## src/rtl/ycbcr2rgb_dsp.sv

```systemverilog
// Streaming YCbCr (BT.601 full range) to RGB converter, Q8 coefficients,
// three-stage valid/ready pipeline with rounding and saturation per channel.
module ycbcr2rgb_dsp #(
    parameter int unsigned COEF_RV = 359,
    parameter int unsigned COEF_GU = 88,
    parameter int unsigned COEF_GV = 183,
    parameter int unsigned COEF_BU = 454
) (
    input  logic        clk,
    input  logic        rst_n,
    input  logic        s_valid,
    output logic        s_ready,
    input  logic [23:0] s_ycbcr,
    output logic        m_valid,
    input  logic        m_ready,
    output logic [23:0] m_rgb
);

    localparam logic signed [18:0] K_RV = 19'(COEF_RV);
    localparam logic signed [18:0] K_GU = 19'(COEF_GU);
    localparam logic signed [18:0] K_GV = 19'(COEF_GV);
    localparam logic signed [18:0] K_BU = 19'(COEF_BU);

    logic               run;
    logic               v1, v2, v3;
    logic               adv1, adv2, adv3;
    logic               in_fire;

    logic [7:0]         s1_y;
    logic signed [8:0]  s1_u, s1_v;

    logic signed [18:0] s2_y, s2_rv, s2_gu, s2_gv, s2_bu;
    logic signed [18:0] sum_r, sum_g, sum_b;

    function automatic logic [7:0] clamp8(input logic signed [18:0] s);
        logic signed [10:0] q;
        q = s[18:8];
        if (q < 11'sd0)
            return 8'h00;
        else if (q > 11'sd255)
            return 8'hFF;
        else
            return q[7:0];
    endfunction

    // Stages advance whenever the stage ahead is empty or draining
    assign adv3    = !v3 || m_ready;
    assign adv2    = !v2 || adv3;
    assign adv1    = !v1 || adv2;
    assign s_ready = run && adv1;
    assign in_fire = s_valid && s_ready;
    assign m_valid = v3;

    always_comb begin
        sum_r = s2_y + s2_rv + 19'sd128;
        sum_g = s2_y - s2_gu - s2_gv + 19'sd128;
        sum_b = s2_y + s2_bu + 19'sd128;
    end

    // run holds off input acceptance until the first edge after reset release
    always_ff @(posedge clk or negedge rst_n) begin
        if (!rst_n)
            run <= 1'b0;
        else
            run <= 1'b1;
    end

    always_ff @(posedge clk or negedge rst_n) begin
        if (!rst_n) begin
            v1   <= 1'b0;
            s1_y <= '0;
            s1_u <= '0;
            s1_v <= '0;
        end else if (adv1) begin
            v1 <= in_fire;
            if (in_fire) begin
                s1_y <= s_ycbcr[23:16];
                s1_u <= $signed({1'b0, s_ycbcr[15:8]} - 9'd128);
                s1_v <= $signed({1'b0, s_ycbcr[7:0]} - 9'd128);
            end
        end
    end

    always_ff @(posedge clk or negedge rst_n) begin
        if (!rst_n) begin
            v2    <= 1'b0;
            s2_y  <= '0;
            s2_rv <= '0;
            s2_gu <= '0;
            s2_gv <= '0;
            s2_bu <= '0;
        end else if (adv2) begin
            v2 <= v1;
            if (v1) begin
                s2_y  <= $signed(19'({s1_y, 8'h00}));
                s2_rv <= K_RV * 19'(s1_v);
                s2_gu <= K_GU * 19'(s1_u);
                s2_gv <= K_GV * 19'(s1_v);
                s2_bu <= K_BU * 19'(s1_u);
            end
        end
    end

    // m_rgb only updates on a new pixel, so it keeps the last value after a drain
    always_ff @(posedge clk or negedge rst_n) begin
        if (!rst_n) begin
            v3    <= 1'b0;
            m_rgb <= '0;
        end else if (adv3) begin
            v3 <= v2;
            if (v2)
                m_rgb <= {clamp8(sum_r), clamp8(sum_g), clamp8(sum_b)};
        end
    end

endmodule

```

## config.mk

```make
export PLATFORM = sky130hd
export DESIGN_NAME = ycbcr2rgb_dsp
export DESIGN_NICKNAME = d
export VERILOG_FILES = /design/src/rtl/ycbcr2rgb_dsp.sv
export SDC_FILE = /design/constraint.sdc
export NUM_CORES = 1
export LEC_CHECK = 0
export BUFFER_PORTS_ARGS = -buffer_cell sky130_fd_sc_hd__buf_2
export CORE_MARGIN = 5
export CORE_UTILIZATION = 40
export CTS_CLUSTER_DIAMETER = 40
export DETAILED_ROUTE_END_ITERATION = 7
export PLACE_DENSITY = 0.55
export RECOVER_POWER = 100
export SYNTH_ARGS = -nofsm -noshare
export SYNTH_HDL_FRONTEND = slang
export SYNTH_SLANG_ARGS = --single-unit
```

## constraint.sdc

```tcl
create_clock -name clk -period 5.2 [get_ports clk]
set_clock_uncertainty 0.15 [all_clocks]
set_input_delay 1.04 -clock clk [delete_from_list [all_inputs] [get_ports clk]]
set_output_delay 1.04 -clock clk [all_outputs]
set_load 0.02 [all_outputs]
```

# Yosys cells after proc, flatten, opt, wreduce, memory -nomap -nowiden
# Cells that the tools add are included.
# classes
n_addsub	9
n_mul	4
n_lt_le_gt_ge	6
n_mux	6
n_reduce_logical	11
# ops
operator	n
adder 19 x 9 -> 19 bit, second input constant	3
2-to-1 mux 8 bit	6
adder 17 x 19 -> 19 bit	2
multiplier 9 x 9 -> 18 bit, first input constant	2
> comparator 11 x 9 -> 1 bit, second input constant	3
less-than comparator 11 x 1 -> 1 bit, second input constant	3
multiplier 10 x 9 -> 19 bit, first input constant	1
subtractor 17 x 19 -> 19 bit	1
subtractor 19 bit	1
subtractor 8 x 8 -> 9 bit, second input constant	2
multiplier 5 x 9 -> 14 bit, first input constant	1
AND reduction 2 bit	3
zero test 1 bit	3
logical OR 1 bit	3
logical AND 1 bit	2
# totals
regBits	134
in_bits	28

# Logic depth before layout (Yosys ltp)
# Gate-level depths: netlist of the first run.
# depth
word_depth	7
ltp_mapped	20

# Worst setup path after synthesis of the first run
# No wires, ideal clock.
# synth_path
path_type	register -> register
start	register s1_v[7]
end	register s2_gv[17]
arrival_time_ns	4.592
t_required_ns	4.891
slack_ns	0.299
stages_incl_launch_ff	18
n_path_buf	0
period_less_slack_ns	4.901
path_cell_list	dfrtp_1 inv_1 ha_1 ha_1 inv_1 fa_1 inv_1 fa_1 ha_1 ha_1 nor2b_1 o21ai_0 a21boi_0 o21ai_0 a21oi_1 a31oi_1 mux2i_1 o311ai_0
# synth_via
elab_chain_len	1
# synth_lines
element	line_no	text
start: declaration	30	logic signed [8:0] s1_u, s1_v;
start signal: assignment	79	s1_v <= $signed({1'b0, s_ycbcr[7:0]} - 9'd128);
multiplier 9 x 9 -> 18 bit	98	s2_gv <= K_GV * 19'(s1_v);
end signal: assignment	98	
end: declaration	32	logic signed [18:0] s2_y, s2_rv, s2_gu, s2_gv, s2_bu;
# Every way passes these cells.
# A chain may end at the register's enable or synchronous reset.

# Worst setup path after layout of the first run
# layout_path
start	register s1_u[6]
end	register s2_bu[18]
# layout_via
elab_chain_len	1
# layout_lines
element	line_no	text
start: declaration	30	
start signal: assignment	78	s1_u <= $signed({1'b0, s_ycbcr[15:8]} - 9'd128);
multiplier 9 x 9 -> 18 bit	99	s2_bu <= K_BU * 19'(s1_u);
end signal: assignment	99	
end: declaration	32	
# Every way passes these cells.

==> flow_summary.json, run 1 <==
{
  "synth_top_family_by_area": "adder cells",
  "muxShareOfSynthArea_pct": 4.27,
  "gp_congestion": 0.855,
  "antenna_cells": 0,
  "start_kind": "flop",
  "die-area_sq_um": 31000,
  "netlist_area_sq_um": 11000,
  "cts_max_path_buffers": 2,
  "synth_simple_gate_area_share_pct": 9.57,
  "vias_per_cell": 4.95,
  "cts_root_buf": "clkbuf_16",
  "grt_overflow": 0,
  "initial_core_util_pct": 40.8,
  "path_class": "reg -> reg",
  "crit_top_cell": "ha_1",
  "synth-adder-area-share_pct": 34.6,
  "die_h_microns": 176,
  "drc": 0,
  "setup_viol": 0,
  "r2r_slack_ps": 300,
  "yosysUniqueCellTypes": 62,
  "seq_area_sq_um": 2910,
  "setup-tns-final_ps": 0,
  "final_hold_viol_count": 0,
  "holdWs_ps": 328,
  "synth_xor_area_share_pct": 5.56,
  "synth-seq-area-share_pct": 26.3,
  "synthArstFlopShare_pct": 100,
  "cp.arrival_ps": 5010,
  "critical_path.max_fanout": 9,
  "cp.required_ps": 5310,
  "hold_buffers": 0,
  "die_w_microns": 176,
  "ant_nets": 0,
  "syn_avg_cell_area_sq_um": 9.58,
  "syn_to_final_growth_pct": 11.6,
  "final_core_util_pct": 45.5,
  "synth_edf_count": 0,
  "hp-class": "reg -> reg",
  "crit_buf_inv": 3,
  "synth-seq-cells": 116,
  "wl_per_cell_microns": 15.1,
  "synth_compound_area_share_pct": 12.3,
  "ios": 54,
  "wirelength_microns": 23700,
  "drt_first_pass_iters": 5,
  "cp-end-kind": "flop",
  "dp_hpwl_microns": 19500,
  "fmax_mhz": 204,
  "fillers": 2643,
  "clkTransAtPathRegs_ps": 60,
  "cts_tree": "built",
  "core-area_sq_um": 27000,
  "fin_cells": 1573,
  "worst_pin_slew_ps": 3150,
  "drv_cap": 2,
  "grt_pass1_vias": 7852,
  "ys.flop_type": "dfrtp_1",
  "rsz0062_at_grt": "false",
  "clk_latency_ps": 420,
  "multi_input_area_sq_um": 7320,
  "min_period_over_period_pct": 94.3,
  "cts-buffers-inserted": 17,
  "vias": 7779,
  "antenna_found_initial": 0,
  "finalCriticalPeriod_ps": 4900,
  "relSlewSlack_pct": -110,
  "globalRouteTotalUtil_pct": 16.2,
  "post-place-cells": 1540,
  "path_cells": "inv_1, ha_1, ha_1, or2_2, fa_1, inv_1, fa_1, inv_1, ha_1, ha_1, a21o_1, a21oi_2, o211ai_1, or4_1, a31oi_1, xor2_1, o21ai_0",
  "grt_pass1_wl_microns": 40500,
  "syn_inst": 1151,
  "drtIter0Drc": 354,
  "cts_sinks": 116,
  "ys_warn_count": 0,
  "drive_gt1_share_pct": 11.0,
  "slew_viol_final": 80,
  "max_stage_delay_ps": 520,
  "std_cell_rows": 60,
  "violations": "max-capacitance violations, max-slew violations",
  "crit_path_top_delay_cell": "dfrtp_1",
  "synth_nets": 1443,
  "path_delay_family": "adder cells",
  "h-tree-depth": 4,
  "port_buffers": 53,
  "grt_max_degree": 82,
  "fin_nets": 1511,
  "status": "finished with violations"
}
what timing repair did:
item	CTS	global route
gates resized for setup	0	7
hold endpoints to repair	0	0
setup endpoints to repair	0	6
setup buffers	0	1
metrics by stage:
step	area, sq um	setup slack [ps]
after floorplan	11000	299
after global placement	11800	244
after detailed placement	11800	176
after CTS	12300	154
after global routing	12300	11.6
final	12300	296
cells in the mapped netlist (all sizes together) (8+ instances only):
library cell    n  area [sq um]
fa             68          1360
or2             9          56.3
inv           199           747
o21ai          93           465
nor3           20           100
xnor2          45           394
xor2           25           219
clkbuf         12          45.0
mux2           40           450
nor2           41           154
nand2          93           349
o22ai           8          50.1
nand2b         15          93.8
a21oi          40           208
ha            196          2450
nor2b           8          50.1
o21a            8          60.1
a21o           18           135
dfrtp         116          2900
flip-flops by register name (all words and copies together) (netlist names):
signal / count
m_rgb: 24
s2_rv: 16
s2_bu: 15
s2_gv: 14
s2_gu: 11
s1_u: 8
s1_v: 8
s1_y: 8
s2_y: 8
m_valid: 1
run: 1
v1: 1
v2: 1
cells in the final DEF (no fill, tap or decap), types with 5 or more instances in the layout:
master and n:
a211oi_1 7, a21o_1 18, a21oi_1 38, a31o_2 7, a31oi_1 7, buf_2 25
buf_4 8, clkbuf_1 32, clkbuf_16 17, dfrtp_1 113, fa_1 67, ha_1 194
inv_1 199, inv_6 5, mux2_2 40, nand2_1 92, nand2b_1 15, nand3_1 6
nor2_1 41, nor2b_1 8, nor3_1 20, o21a_1 8, o21ai_0 93, o21bai_1 5
o22ai_1 8, o31ai_1 6, or2_2 9, or3_1 7, xnor2_1 45, xor2_1 25
path summary, 6_finish.rpt:
check / startpoint / end / cells past startpoint
setup / recovery: s1_u[6] / s2_bu[18] / 17
setup reg to reg: s1_u[6] / s2_bu[18] / 17
hold reg to reg: m_rgb[6] / m_rgb[6] / 2
max in group asynchronous: rst_n / s1_v[1] / 1
hold / removal: m_rgb[6] / m_rgb[6] / 2
min in group asynchronous: rst_n / s1_u[4] / 1
logic make-up (layout without fill, tap and decap cells):
logic type | count (synthesis) | after routing
XOR/XNOR | 70 | 70
multiplexers | 42 | 42
flip-flops | 116 | 116
other | 1 | 1
adder cells (fa/ha/maj) | 264 | 264
buffers and inverters | 216 | 297
AND/OR/NAND/NOR | 223 | 223
AO/OA/AOI/OAI | 219 | 219
routing by layer:
layer  track usage (%)  part of all wire (%)  routed length, microns  up-vias
met5                 0                     0                       0        -
met4              4.55                   1.6                     388        0
met3              2.55                   3.5                     838       29
met2              24.2                    42                    9990      110
met1              24.3                    53                   12500     3645
li1                  -                     -                       -     3995
worst register-to-register path: stages, from the launching register on:
cell	delay (ps)
dfrtp_1	520
inv_1	160
ha_1	340
ha_1	220
or2_2	290
fa_1	500
inv_1	50
fa_1	520
inv_1	40
ha_1	290
ha_1	340
a21o_1	180
a21oi_2	160
o211ai_1	160
or4_1	420
a31oi_1	180
xor2_1	150
o21ai_0	80
final cells by class:
class,count,share of cell area [%]
Multi-Input combinational cell,819,59.5
Sequential cell,116,23.6
Inverter,199,6.07
Clock buffer,19,3.68
Tap cell,341,3.47
Timing Repair Buffer,66,2.64
Clock inverter,13,1.01
Power of run 1 is not shown: default switching activity piles up to over one toggle a cycle in this logic, so the estimate is an artifact.
==> run 2: changes to the inputs <==
--- a/config.mk
+++ b/config.mk
@@ -6,11 +6,14 @@
 export NUM_CORES = 1
 export LEC_CHECK = 0
 export BUFFER_PORTS_ARGS = -buffer_cell sky130_fd_sc_hd__buf_2
+export CELL_PAD_IN_SITES_DETAIL_PLACEMENT = 2
+export CELL_PAD_IN_SITES_GLOBAL_PLACEMENT = 2
 export CORE_MARGIN = 5
-export CORE_UTILIZATION = 40
+export CORE_UTILIZATION = 37
 export CTS_CLUSTER_DIAMETER = 40
 export DETAILED_ROUTE_END_ITERATION = 7
-export PLACE_DENSITY = 0.55
+export GPL_TIMING_DRIVEN = 0
+export PLACE_DENSITY_LB_ADDON = 0.1
 export RECOVER_POWER = 100
 export SYNTH_ARGS = -nofsm -noshare
 export SYNTH_HDL_FRONTEND = slang
==> run 2 against run 1 <==
  * The flow still finishes with violations (max-capacitance violations, max-slew violations)
  * Cell count grew 4.3%
  * Sequential cell count unchanged
  * Non-clock buffer count rose by 19
  * Final area rose by 2.0%
  * Fmax decreased by 2.4%
  * Highest routed layer unchanged
  * Worst setup slack got worse by 120 ps
  * Clock-buffer cell count is 1 lower
  * Critical path depth is the same
  * Wire length is 27% higher
  * Via count is 5.8% higher
==> flow_summary.json, run 2 (synthesis gave the netlist of run 1 again) <==
{
  "wl_per_cell_microns": 18.3,
  "core-area_sq_um": 29600,
  "port_buffers": 53,
  "grt_pass1_vias": 9072,
  "finalCriticalPeriod_ps": 5020,
  "globalRouteTotalUtil_pct": 18.8,
  "worst_pin_slew_ps": 1990,
  "std_cell_rows": 63,
  "layout_setup_ws_ps": 177,
  "h-tree-depth": 4,
  "wirelength_microns": 30000,
  "cp-end-kind": "flop",
  "startpoint": "s1_u[6]",
  "critical_path.max_fanout": 9,
  "die_h_microns": 183,
  "setup-tns-final_ps": 0,
  "violations": "max-capacitance violations, max-slew violations",
  "die_w_microns": 183,
  "min_from": "m_rgb[20]",
  "drtIter0Drc": 249,
  "grt_overflow": 0,
  "stdcell_area_sq_um": 12500,
  "drc": 0,
  "gp_congestion": 0.801,
  "vias_per_cell": 5.01,
  "syn_to_final_growth_pct": 13.8,
  "ios": 54,
  "ant_nets": 0,
  "hold_buffers": 0,
  "start_kind": "flop",
  "cp.arrival_ps": 5160,
  "final_hold_viol_count": 0,
  "post-place-ws_ps": -736,
  "vias": 8228,
  "hp-class": "reg -> reg",
  "fillers": 3284,
  "grt_max_degree": 84,
  "reg2reg_from": "s1_u[6]",
  "drt_first_pass_iters": 4,
  "slew_viol_final": 34,
  "mostFrequentLayoutCell": "inv_1",
  "path_class": "reg -> reg",
  "cts_sinks": 116,
  "reg_top3": "m_rgb (24), s2_rv (16), s2_bu (15)",
  "fmax_mhz": 199,
  "antenna_cells": 0,
  "clk_latency_ps": 420,
  "regMostFlops": "m_rgb",
  "cts_tree": "built",
  "status": "finished with violations",
  "drv_cap": 1,
  "setup_viol": 0,
  "grt_pass1_wl_microns": 49700,
  "die-area_sq_um": 33300,
  "min_period_over_period_pct": 96.6,
  "cts_root_buf": "clkbuf_16",
  "fin_nets": 1530,
  "cp.required_ps": 5330,
  "relSlewSlack_pct": -32.5,
  "drive_gt1_share_pct": 12.0,
  "dp_hpwl_microns": 25000,
  "cts-buffers-inserted": 17,
  "placed_cell_area_sq_um": 11800,
  "largest_reg_flops": 24,
  "clkTransAtPathRegs_ps": 60,
  "cts_max_path_buffers": 2,
  "final_cell_mix": "198 x inv_1, 194 x ha_1, 107 x dfrtp_1, 93 x nand2_1, 91 x o21ai_0",
  "antenna_found_initial": 0,
  "initial_core_util_pct": 37.3
}
run 2: changes by cell type in the layout (fill, tap and decap cells not counted), sizes merged:
cell and change:
buf +8, bufinv +3, clkinv +1, inv -3, clkbuf +10
run 2: layout make-up:
class                   instances  area, sq um  area share (%)
inverters                     199          751            5.99
plain buffers                  17         65.1           0.519
clock inverters                14          201            1.61
flip-flops and latches        116         2920            23.3
well taps                     390          488            3.89
clock buffers                  18          429            3.42
multi-input cells             819         7330            58.5
repair buffers                 68          359            2.86
run 2: worst paths after layout:
path	end	slack, ps	depth (start not counted)
max	s2_bu[18]	180	17
min	m_rgb[20]	330	2
min reg2reg	m_rgb[20]	330	2
min in group asynchronous	m_rgb[6]	1010	1
max reg2reg	s2_bu[18]	180	17
max in group asynchronous	s1_v[7]	2610	2
run 2: worst max-delay path, cell delays in order (launching register included):
cell	delay [ps]
dfrtp_1	540
inv_1	170
ha_1	330
ha_1	220
or2_2	300
fa_1	520
inv_1	60
fa_1	540
inv_1	50
ha_1	290
ha_1	350
a21o_1	180
a21oi_2	160
o211ai_1	160
or4_1	450
a31oi_1	200
xor2_1	150
o21ai_0	80
run 2: what timing repair did:
action,4_1_cts,5_1_grt
setup buffers,4,10
setup endpoints to repair,17,8
pin swaps,0,4
gates resized for setup,10,9
run 2: per-stage QoR:
stage / hold WS (ps) / cells / utilization (%)
after floorplan: 299 / 1151 / -
after global placement: 313 / 1594 / 39.8
after detailed placement: 317 / 1595 / 40.0
after CTS: 332 / 1631 / 42.2
after global routing: 342 / 1641 / 42.4
final: 326 / 1641 / 42.4
run 2: layer usage:
metal,GRT usage [%],vias to the layer above,wire length [microns]
met4,3.63,0,260
met3,2.37,17,584
met1,26.5,4126,15000
met2,31.2,70,14200
met5,0,-,0
li1,-,4015,-
Power of run 2 is left out for the same reason.
